$ cat config.mk
export PLATFORM = sky130hd
export DESIGN_NAME = usr_op_sequencer
export DESIGN_NICKNAME = d
export VERILOG_FILES = /design/src/rtl/usr_op_sequencer.sv
export SDC_FILE = /design/constraint.sdc
export NUM_CORES = 1
export LEC_CHECK = 0
export ABC_AREA = 1
export CAP_MARGIN = 30
export CORE_MARGIN = 1.5
export CORE_UTILIZATION = 46
export CTS_CLUSTER_SIZE = 8
export DETAILED_ROUTE_END_ITERATION = 7
export GPL_TIMING_DRIVEN = 0
export PLACE_DENSITY = 0.93
export SYNTH_ARGS = -nofsm -noshare
export SYNTH_HDL_FRONTEND = slang
export SYNTH_SLANG_ARGS = --single-unit
$ cat constraint.sdc
create_clock -name clk -period 2.6 [get_ports clk]
set_clock_uncertainty 0.2 [all_clocks]
set_input_delay 0.52 -clock clk [delete_from_list [all_inputs] [get_ports clk]]
set_output_delay 0.52 -clock clk [all_outputs]
set_load 0.05 [all_outputs]
$ cat src/rtl/usr_op_sequencer.sv
// Command-driven sequencer for the 4-bit universal shift register: optional parallel
// load, N cycles of one select code, then capture of the register output as a response.
module usr_op_sequencer #(
  parameter int WIDTH = 4,
  parameter int CNT_W = 3
) (
  input  logic             clk,
  input  logic             clear,
  input  logic             cmd_valid,
  output logic             cmd_ready,
  input  logic [2:0]       cmd_op,
  input  logic [CNT_W-1:0] cmd_count,
  input  logic             cmd_load,
  input  logic [WIDTH-1:0] cmd_data,
  input  logic [WIDTH-1:0] usr_data,
  output logic [2:0]       select,
  output logic [WIDTH-1:0] parallel_in,
  output logic             busy,
  output logic             rsp_valid,
  input  logic             rsp_ready,
  output logic [WIDTH-1:0] rsp_data
);

  // state   | meaning
  // IDLE    | waiting for a command, register untouched
  // LOAD    | one cycle of parallel load with the latched data
  // OP      | latched select code applied once per cycle, counter running down
  // CAPTURE | register settled, sample it into rsp_data
  // RESP    | response held until the consumer takes it
  typedef enum logic [2:0] {
    S_IDLE    = 3'd0,
    S_LOAD    = 3'd1,
    S_OP      = 3'd2,
    S_CAPTURE = 3'd3,
    S_RESP    = 3'd4
  } state_t;

  localparam logic [CNT_W-1:0] CNT_ONE = CNT_W'(1);
  localparam logic [2:0]       SEL_HOLD = 3'b000;
  localparam logic [2:0]       SEL_LOAD = 3'b111;

  state_t           state, state_nxt;
  logic [2:0]       op_q;
  logic [CNT_W-1:0] cnt_q;
  logic [WIDTH-1:0] data_q;

  always_ff @(posedge clk or negedge clear) begin
    if (!clear) state <= S_IDLE;
    else        state <= state_nxt;
  end

  always_comb begin
    state_nxt = state;
    case (state)
      S_IDLE: begin
        if (cmd_valid) begin
          if (cmd_load)            state_nxt = S_LOAD;
          else if (cmd_count != '0) state_nxt = S_OP;
          else                     state_nxt = S_CAPTURE;
        end
      end
      S_LOAD:    state_nxt = (cnt_q != '0) ? S_OP : S_CAPTURE;
      S_OP:      state_nxt = (cnt_q == CNT_ONE) ? S_CAPTURE : S_OP;
      S_CAPTURE: state_nxt = S_RESP;
      S_RESP:    state_nxt = rsp_ready ? S_IDLE : S_RESP;
      default:   state_nxt = S_IDLE;
    endcase
  end

  // Command fields are only written in IDLE so stray commands cannot disturb a transaction.
  always_ff @(posedge clk or negedge clear) begin
    if (!clear) begin
      op_q     <= SEL_HOLD;
      cnt_q    <= '0;
      data_q   <= '0;
      rsp_data <= '0;
    end else begin
      case (state)
        S_IDLE: begin
          if (cmd_valid) begin
            op_q   <= cmd_op;
            cnt_q  <= cmd_count;
            data_q <= cmd_data;
          end
        end
        S_OP:      cnt_q    <= cnt_q - CNT_ONE;
        S_CAPTURE: rsp_data <= usr_data;
        default: ;
      endcase
    end
  end

  always_comb begin
    select    = SEL_HOLD;
    cmd_ready = 1'b0;
    busy      = 1'b1;
    rsp_valid = 1'b0;
    case (state)
      S_IDLE: begin
        cmd_ready = 1'b1;
        busy      = 1'b0;
      end
      S_LOAD:  select    = SEL_LOAD;
      S_OP:    select    = op_q;
      S_RESP:  rsp_valid = 1'b1;
      default: ;
    endcase
  end

  assign parallel_in = data_q;

endmodule

* Word-level counts from Yosys, hierarchy flattened
Cells that the tools add are included.
** Word-level totals
- Flip-flop bits (word level) :: 17
- Bits of input ports :: 19
- Output and inout bits :: 14
- Logic and storage cells :: 31
** Cells by class
- Add/subtract/negate cells :: 1
- Eq/ne operators :: 6
- Multiplexer cells :: 13
- Reduce and logical (&&, ||, !) cells :: 6
** Operators with widths (count)
- 3-bit case mux with 5 select lines :: 1
- 3-bit case mux with 2 select lines :: 2
- 3-bit two-way mux :: 3
- 3-bit by 1-bit equality test with 1-bit output, second input constant :: 2
- 3-bit by 2-bit equality test with 1-bit output, second input constant :: 2
- 1-bit two-way mux :: 6
- 3-bit nonzero test :: 2
- 2-bit AND reduction :: 2
- 3-bit equality test, second input constant :: 1
- 3-bit logical NOT :: 1
- 3-bit by 1-bit subtractor with 3-bit output, second input constant :: 1
- 2-bit two-way mux :: 1
- 2-bit inequality test, second input constant :: 1
- 2-bit nonzero test :: 1

* Depth between registers and ports, before layout
Gate-level depths: netlist (run 1).
- Depth in word-level cells :: 5
- Mapped depth :: 8
- Gate-level depth less buffers :: 8

* Worst setup path before layout (run 1)
No wires, ideal clock.
- Path kind :: register to output
- Start point :: reg state[0]
- End point :: out select[0]
- Arrival time :: 1.190 ns
- Data required time :: 1.880 ns
- Slack :: 0.690 ns
- Cell stages (with the launch flop) :: 5
- Buffers on the path :: 1
- Cells stage by stage :: dfrtp_1 > buf_2 > nor3_2 > nand2_1 > nand2_1
** On the way
- Cells in the longest elaborated chain, start to end :: 2
- Elaborated cells between the ends (all ways) :: 3
- Those cells by class :: eq/ne: 2; mux: 1
** Ends and longest elaborated chain
- from (decl) :: line 42 : state_t state, state_nxt;
- from (signal assigned) :: line 49 : else state <= state_nxt;
- 3-bit by 2-bit equality test with 1-bit output / 3-bit by 1-bit equality test with 1-bit output (equally long branches) :: line 98 : case (state)
- 3-bit case mux with 2 select lines (*) :: line 98
- to (decl) :: line 16 : output logic [2:0] select,
Mark *: on every way between the ends. The rest lies on a longest branch, timed or not.

* Worst setup path after layout (run 1)
- Start point :: reg state[0]
- End point :: out select[1]
The elaborated chain is that of the path after synthesis.

==> impl_metrics.csv, run 1 <==
group,metric,value,unit
clocking,post_cts_buffers,0,
worst_setup_path,cp.buffers_inverters,2,
worst_setup_path,crit_required,1880,ps
power,finalPower,1.825,mW
synthesis,synthCells,116,
cells_and_area,final_nets,175,
sta,setup_viol,0,
route,firstDrtPassIters,4,
clocking,cts_tree,"done",
cells_and_area,drive_gt1_frac,0.1184,
route,drc,0,
synthesis,avgSynthCellArea,7.701,um2
global_routing,track_usage,0.1933,
sta,period_minus_slack,2391,ps
sta,hold_violations,0,
worst_setup_path,cp_slowest_stage_delay,370,ps
synthesis,synthSimpleGateAreaFrac,0.3880,
worst_setup_path,critPathTopFamily,"buffers and inverters",
synthesis,ys_seq_area_frac,0.4762,
clocking,clockBufferDepth,2,
floorplanning,placementRows,15,
clocking,hold_buffers,0,
sta,tightest_slew,755.2,ps
synthesis,netlist_area,893.4,um2
power,cellLeakagePower,0.7024,nW
synthesis,ys_ff_latch,17,
synthesis,synthAdderAreaFrac,0.04202,
cells_and_area,areaGrowthSynthToFinish,43.98,%
floorplanning,die_h,47.07,um
worst_setup_path,critPathCaptureType,"output port",
global_routing,grt_pass1_wl,3008,um
sta,timing.fmax,0.4182,GHz
cells_and_area,nFillCells,143,
clocking,clk_pin_slew,100,ps
synthesis,synth-async-reset-ratio,1.000,
route,ant_nets,0,
cells_and_area,antenna_cells,0,
place,place_congestion,0.7867,
clocking,clock_latency,290,ps
place,dp_hpwl,1560,um
route,totalWireLength,1963,um
route,viasPerCell,4.695,
synthesis,synth-compound-area-share,0.02801,
worst_setup_path,worstPathArrival,1670,ps
sta,min_period_over_period,0.9197,
synthesis,synth.area.mux_share,0,
clocking,numCtsBuffers,3,
clocking,htreeDepth,1,
global_routing,overflow,0,
worst_setup_path,crit_path_frequent_cell,"nand2_1",
clocking,cts-root-buf,"clkbuf_4",
synthesis,synth_flop_cell,"dfrtp_1",
floorplanning,die_w,47.07,um
global_routing,grt_pass1_vias,788,
synthesis,synth_xor_area_frac,0.009804,
synthesis,synth_edf_count,0,
floorplanning,dieArea,2216,um2
status,outcome,"completed",
global_routing,grt_max_degree,18,
floorplanning,initial_core_util,0.5011,
route,num_vias,831,
worst_setup_path,start_kind,"flop",
place,numPortBuffers,32,
clocking,clock_sinks,17,
sta,timing.hold.ws,278.3,ps
power,ir_drop,0.0008108,V
synthesis,ys_types,16,
synthesis,synth_fp_nets,138,
global_routing,antenna_found_initial,0,
worst_setup_path,path_cells,"buf_2, nor3_4, nand2_1, nand2_1, clkdlybuf4s15_2",
sta,drv_slew,0,
worst_setup_path,slowest_stage,"clkdlybuf4s15_2",
worst_setup_path,path_class,"reg -> out",
sta,rsz0062_at_grt,"false",
worst_setup_path,path_max_fanout,10,
route,drt_iter0_markers,15,
sta,relSlewSlack,0.4950,
hold_path,hold_class,"reg -> reg",
floorplanning,core_area,1783,um2
floorplanning,io_pins,33,
sta,setup_tns,0,ps
route,wl_per_cell,11.09,um
power,power_density,1419,nW/um2
job,maxCapViolations,0,
synthesis,synth_top_family_by_area,"simple AND/OR/NAND/NOR gates",
synthesis,yosys_warnings,0,
## power breakdown
group	switching [mW]	leakage, nW	internal, mW
combinational	0.827	0.473	0.378
clock	0.0809	0.0177	0.0572
sequential	0.0895	0.211	0.392
## stage by stage
stage / cells / area (um2) / util / setup WS [ps]
2_1_floorplan: 116 / 893.4 / - / 690.1
3_3_place_gp: 173 / 1245 / 0.6982 / 51.80
3_5_place_dp: 173 / 1245 / 0.6982 / 19.98
4_1_cts: 177 / 1275 / 0.7151 / 0.7268
5_1_grt: 177 / 1286 / 0.7214 / 90.41
6_report: 177 / 1286 / 0.7214 / 208.7
## sequential cells by signal, summed over array words and instances (netlist names)
register	flops
op_q	3
rsp_data	4
cnt_q	3
state	3
parallel_in	4
## worst paths after layout
| path | startpoint | slack [ps] | to | cells past startpoint |
|---|---|---|---|---|
| worst max-delay path | state[0] | 210 | select[1] | 5 |
| worst min-delay path | op_q[2] | 280 | op_q[2] | 2 |
| worst max register to register | state[2] | 1130 | cnt_q[2] | 7 |
| worst min register to register | op_q[2] | 280 | op_q[2] | 2 |
| max in group asynchronous | clear | 1260 | cnt_q[1] | 1 |
| min in group asynchronous | clear | 470 | state[0] | 1 |
## synthesized netlist by cell type, types with 2 or more instances
master / n / share of area
a21oi_1: 2 / 0.011
dfrtp_1: 17 / 0.48
ha_1: 3 / 0.042
inv_1: 9 / 0.038
inv_2: 3 / 0.013
nand2_1: 55 / 0.23
nand2_2: 2 / 0.014
nand3_1: 6 / 0.034
nor2_1: 9 / 0.038
nor2_4: 2 / 0.025
o21ai_0: 3 / 0.017
## worst register-to-register path, cell delays in order, from the launching register on
cell and delay [ps]:
dfrtp_1 490, nor2_4 170, nand2_4 100, nor2_8 150
inv_2 100, nand2_2 80, nand2_1 60, nand2_1 60
## routing by layer
layer,up-vias,GRT usage,wire (um)
met5,-,0,0
met3,2,0.02692,64
met2,24,0.3945,1061
met1,381,0.2038,823
li1,424,-,-
met4,0,0.04444,14
## cells by family (layout without fill, tap and decap cells)
family | Yosys count | count (layout)
compound gates | 5 | 5
xor+xnor | 1 | 1
fa+ha+maj | 3 | 3
buf+inv | 13 | 49
flops | 17 | 17
simple gates | 77 | 77
## cells in the final DEF (no fill, tap or decap)
cell | netlist | layout
nand2_1 | 55 | 55
clkdlybuf4s50_1 | 0 | 26
dfrtp_1 | 17 | 17
inv_1 | 9 | 9
nor2_1 | 9 | 9
nand3_1 | 6 | 6
inv_2 | 3 | 3
o21ai_0 | 3 | 3
ha_1 | 3 | 3
clkbuf_4 | 0 | 3
clkdlybuf4s15_2 | 0 | 3
nor2_4 | 2 | 2
nand2_2 | 2 | 2
a21oi_1 | 2 | 2
dlymetal6s2s_1 | 0 | 2
buf_2 | 1 | 1
nand2_4 | 1 | 1
nor3_4 | 0 | 1
nor2_8 | 1 | 1
xor2_1 | 1 | 1
clkinv_2 | 0 | 1
dlygate4sd2_1 | 0 | 1
## cell type report
class	instances	area (um2)	share of cell area
buffer	1	5.005	0.003891
tap	25	31.28	0.02432
multi-input combinational	86	424.2	0.3298
sequential	17	425.4	0.3307
clock inverter	1	5.005	0.003891
inverter	12	45.04	0.03502
timing repair buffer	32	327.8	0.2549
clock buffer	3	22.52	0.01751
## what timing repair did
action	in CTS	in global routing
endpoints found under the setup margin	4	3
gates resized for setup	10	3
endpoints found under the hold margin	0	0
Note: power is estimated with default switching activity, not from simulation.
==> run 2: changes to the inputs <==
--- a/config.mk
+++ b/config.mk
@@ -7,12 +7,11 @@
 export LEC_CHECK = 0
 export ABC_AREA = 1
 export CAP_MARGIN = 30
-export CORE_MARGIN = 1.5
-export CORE_UTILIZATION = 46
+export CORE_UTILIZATION = 28
 export CTS_CLUSTER_SIZE = 8
 export DETAILED_ROUTE_END_ITERATION = 7
 export GPL_TIMING_DRIVEN = 0
-export PLACE_DENSITY = 0.93
+export PLACE_DENSITY = 0.65
 export SYNTH_ARGS = -nofsm -noshare
 export SYNTH_HDL_FRONTEND = slang
 export SYNTH_SLANG_ARGS = --single-unit
==> run 2 against run 1 <==
Design area rose by 0.58%. Flip-flop and latch count unchanged. Critical path depth unchanged. Sequential power barely moved. Total power is 1.9% lower. Worst setup slack got worse by 51 ps. Via count is 2.3% lower. Worst hold slack better by 3.0 ps. Final cell count up 11%. First-iteration DRC count down 13%. Largest cell class unchanged.
==> impl_metrics.csv, run 2 (synthesis gave the netlist of run 1 again) <==
group,metric,value,unit
cells_and_area,nFillCells,331,
clocking,clock_sinks,17,
cells_and_area,areaGrowthSynthToFinish,44.82,%
place,dp_hpwl,1487,um
cells_and_area,final_cells,196,
sta,tightest_slew,761.3,ps
sta,setup_tns,0,ps
worst_setup_path,cp-startpoint,"state[0]",
cells_and_area,final_nets,175,
sta,relSlewSlack,0.4909,
sta,timing.fmax,0.4094,GHz
route,ant_nets,0,
route,drt_iter0_markers,13,
worst_setup_path,r2r-start,"state[0]",
route,viasPerCell,4.143,
worst_setup_path,critPathCaptureType,"output port",
sta,min_period_over_period,0.9395,
sta,setup_viol,0,
power,cellLeakagePower,0.6968,nW
place,dp_cells,192,
clocking,clock_latency,290,ps
cells_and_area,drive_gt1_frac,0.1184,
status,outcome,"completed",
power,power_density,1383,nW/um2
cells_and_area,postLayoutCoreUtil,0.4273,
global_routing,track_usage,0.1388,
route,totalWireLength,1913,um
hold_path,hold_path.startpoint,"rsp_data[1]",
cells_and_area,final_common_cell,"nand2_1",
worst_setup_path,worstPathArrival,1720,ps
worst_setup_path,slowest_stage,"dfrtp_1",
route,drc,0,
route,firstDrtPassIters,4,
clocking,htreeDepth,1,
sta,drv_slew,0,
global_routing,grt_pass1_wl,3491,um
clocking,cts-root-buf,"clkbuf_4",
hold_path,hold_class,"reg -> reg",
worst_setup_path,crit_required,1880,ps
global_routing,grt_max_degree,18,
floorplanning,placementRows,20,
worst_setup_path,path_max_fanout,10,
global_routing,antenna_found_initial,0,
floorplanning,io_pins,33,
worst_setup_path,crit_path_frequent_cell,"nand2_1",
clocking,clockBufferDepth,2,
job,maxCapViolations,0,
sta,rsz0062_at_grt,"false",
cells_and_area,layout_common_cells,"nand2_1 (55), clkdlybuf4s50_1 (26), dfrtp_1 (17)",
worst_setup_path,start_kind,"flop",
cells_and_area,antenna_cells,0,
sta,hold_violations,0,
route,num_vias,812,
power,finalPower,1.790,mW
floorplanning,initial_core_util,0.2950,
floorplanning,dieArea,3421,um2
global_routing,overflow,0,
route,wl_per_cell,9.760,um
power,ir_drop,0.0006375,V
floorplanning,die_w,58.49,um
place,place_congestion,0.7636,
clocking,clk_pin_slew,100,ps
place,numPortBuffers,32,
clocking,numCtsBuffers,3,
floorplanning,die_h,58.49,um
worst_setup_path,path_class,"reg -> out",
floorplanning,core_area,3028,um2
worst_setup_path,path_cells,"buf_2, nor3_2, nand2_1, nand2_1, clkdlybuf4s15_2",
worst_setup_path,cp_slowest_stage_delay,370,ps
sta,period_minus_slack,2443,ps
clocking,cts_tree,"done",
clocking,hold_buffers,0,
clocking,post_cts_buffers,0,
global_routing,grt_pass1_vias,864,
-- run 2: worst paths after layout --
path | to | slack (ps) | cells after the start
min in group asynchronous | cnt_q[1] | 460 | 1
worst max register to register | cnt_q[0] | 1150 | 8
max in group asynchronous | state[0] | 1260 | 1
worst min-delay path | rsp_data[1] | 280 | 2
worst min register to register | rsp_data[1] | 280 | 2
worst max-delay path | select[1] | 160 | 5
-- run 2: power breakdown --
| group | switching, mW | internal [mW] |
|---|---|---|
| clock network | 0.0876 | 0.0573 |
| logic | 0.805 | 0.361 |
| registers | 0.0865 | 0.392 |
-- run 2: layer usage --
layer,wire length (um),global-route usage,vias to the layer above
li1,-,-,425
met1,784,0.1474,359
met2,957,0.2463,24
met3,111,0.02198,4
met4,60,0.1054,0
met5,0,0,-
-- run 2: area by class of cell --
cell class / instances / area [um2] / area share
Buffer: 1 / 5.005 / 0.003868
Clock buffer: 3 / 22.52 / 0.01741
Clock inverter: 1 / 5.005 / 0.003868
Inverter: 12 / 45.04 / 0.03482
Multi-Input combinational cell: 86 / 417.9 / 0.3230
Sequential cell: 17 / 425.4 / 0.3288
Tap cell: 44 / 55.05 / 0.04255
Timing Repair Buffer: 32 / 317.8 / 0.2456
-- run 2: stage by stage --
stage	area (um2)	worst slack (ps)	hold slack (ps)
floorplan	893.4	690.1	24.41
global placement	1269	46.18	255.3
detailed placement	1269	41.63	261.0
CTS	1296	8.705	288.5
global route	1294	17.41	317.7
finish	1294	157.2	281.3
-- run 2: what timing repair did --
action / 4_1_cts / 5_1_grt
resized for setup: 10 / 2
hold endpoints to repair: 0 / 0
gates cloned: 0 / 0
endpoints found under the setup margin: 5 / 2
-- run 2: worst max-delay path, delay by kind of cell (launching register included) --
family / cells / cell delay, ps
buf+inv: 2 / 550
flops: 1 / 370
simple gates: 3 / 520
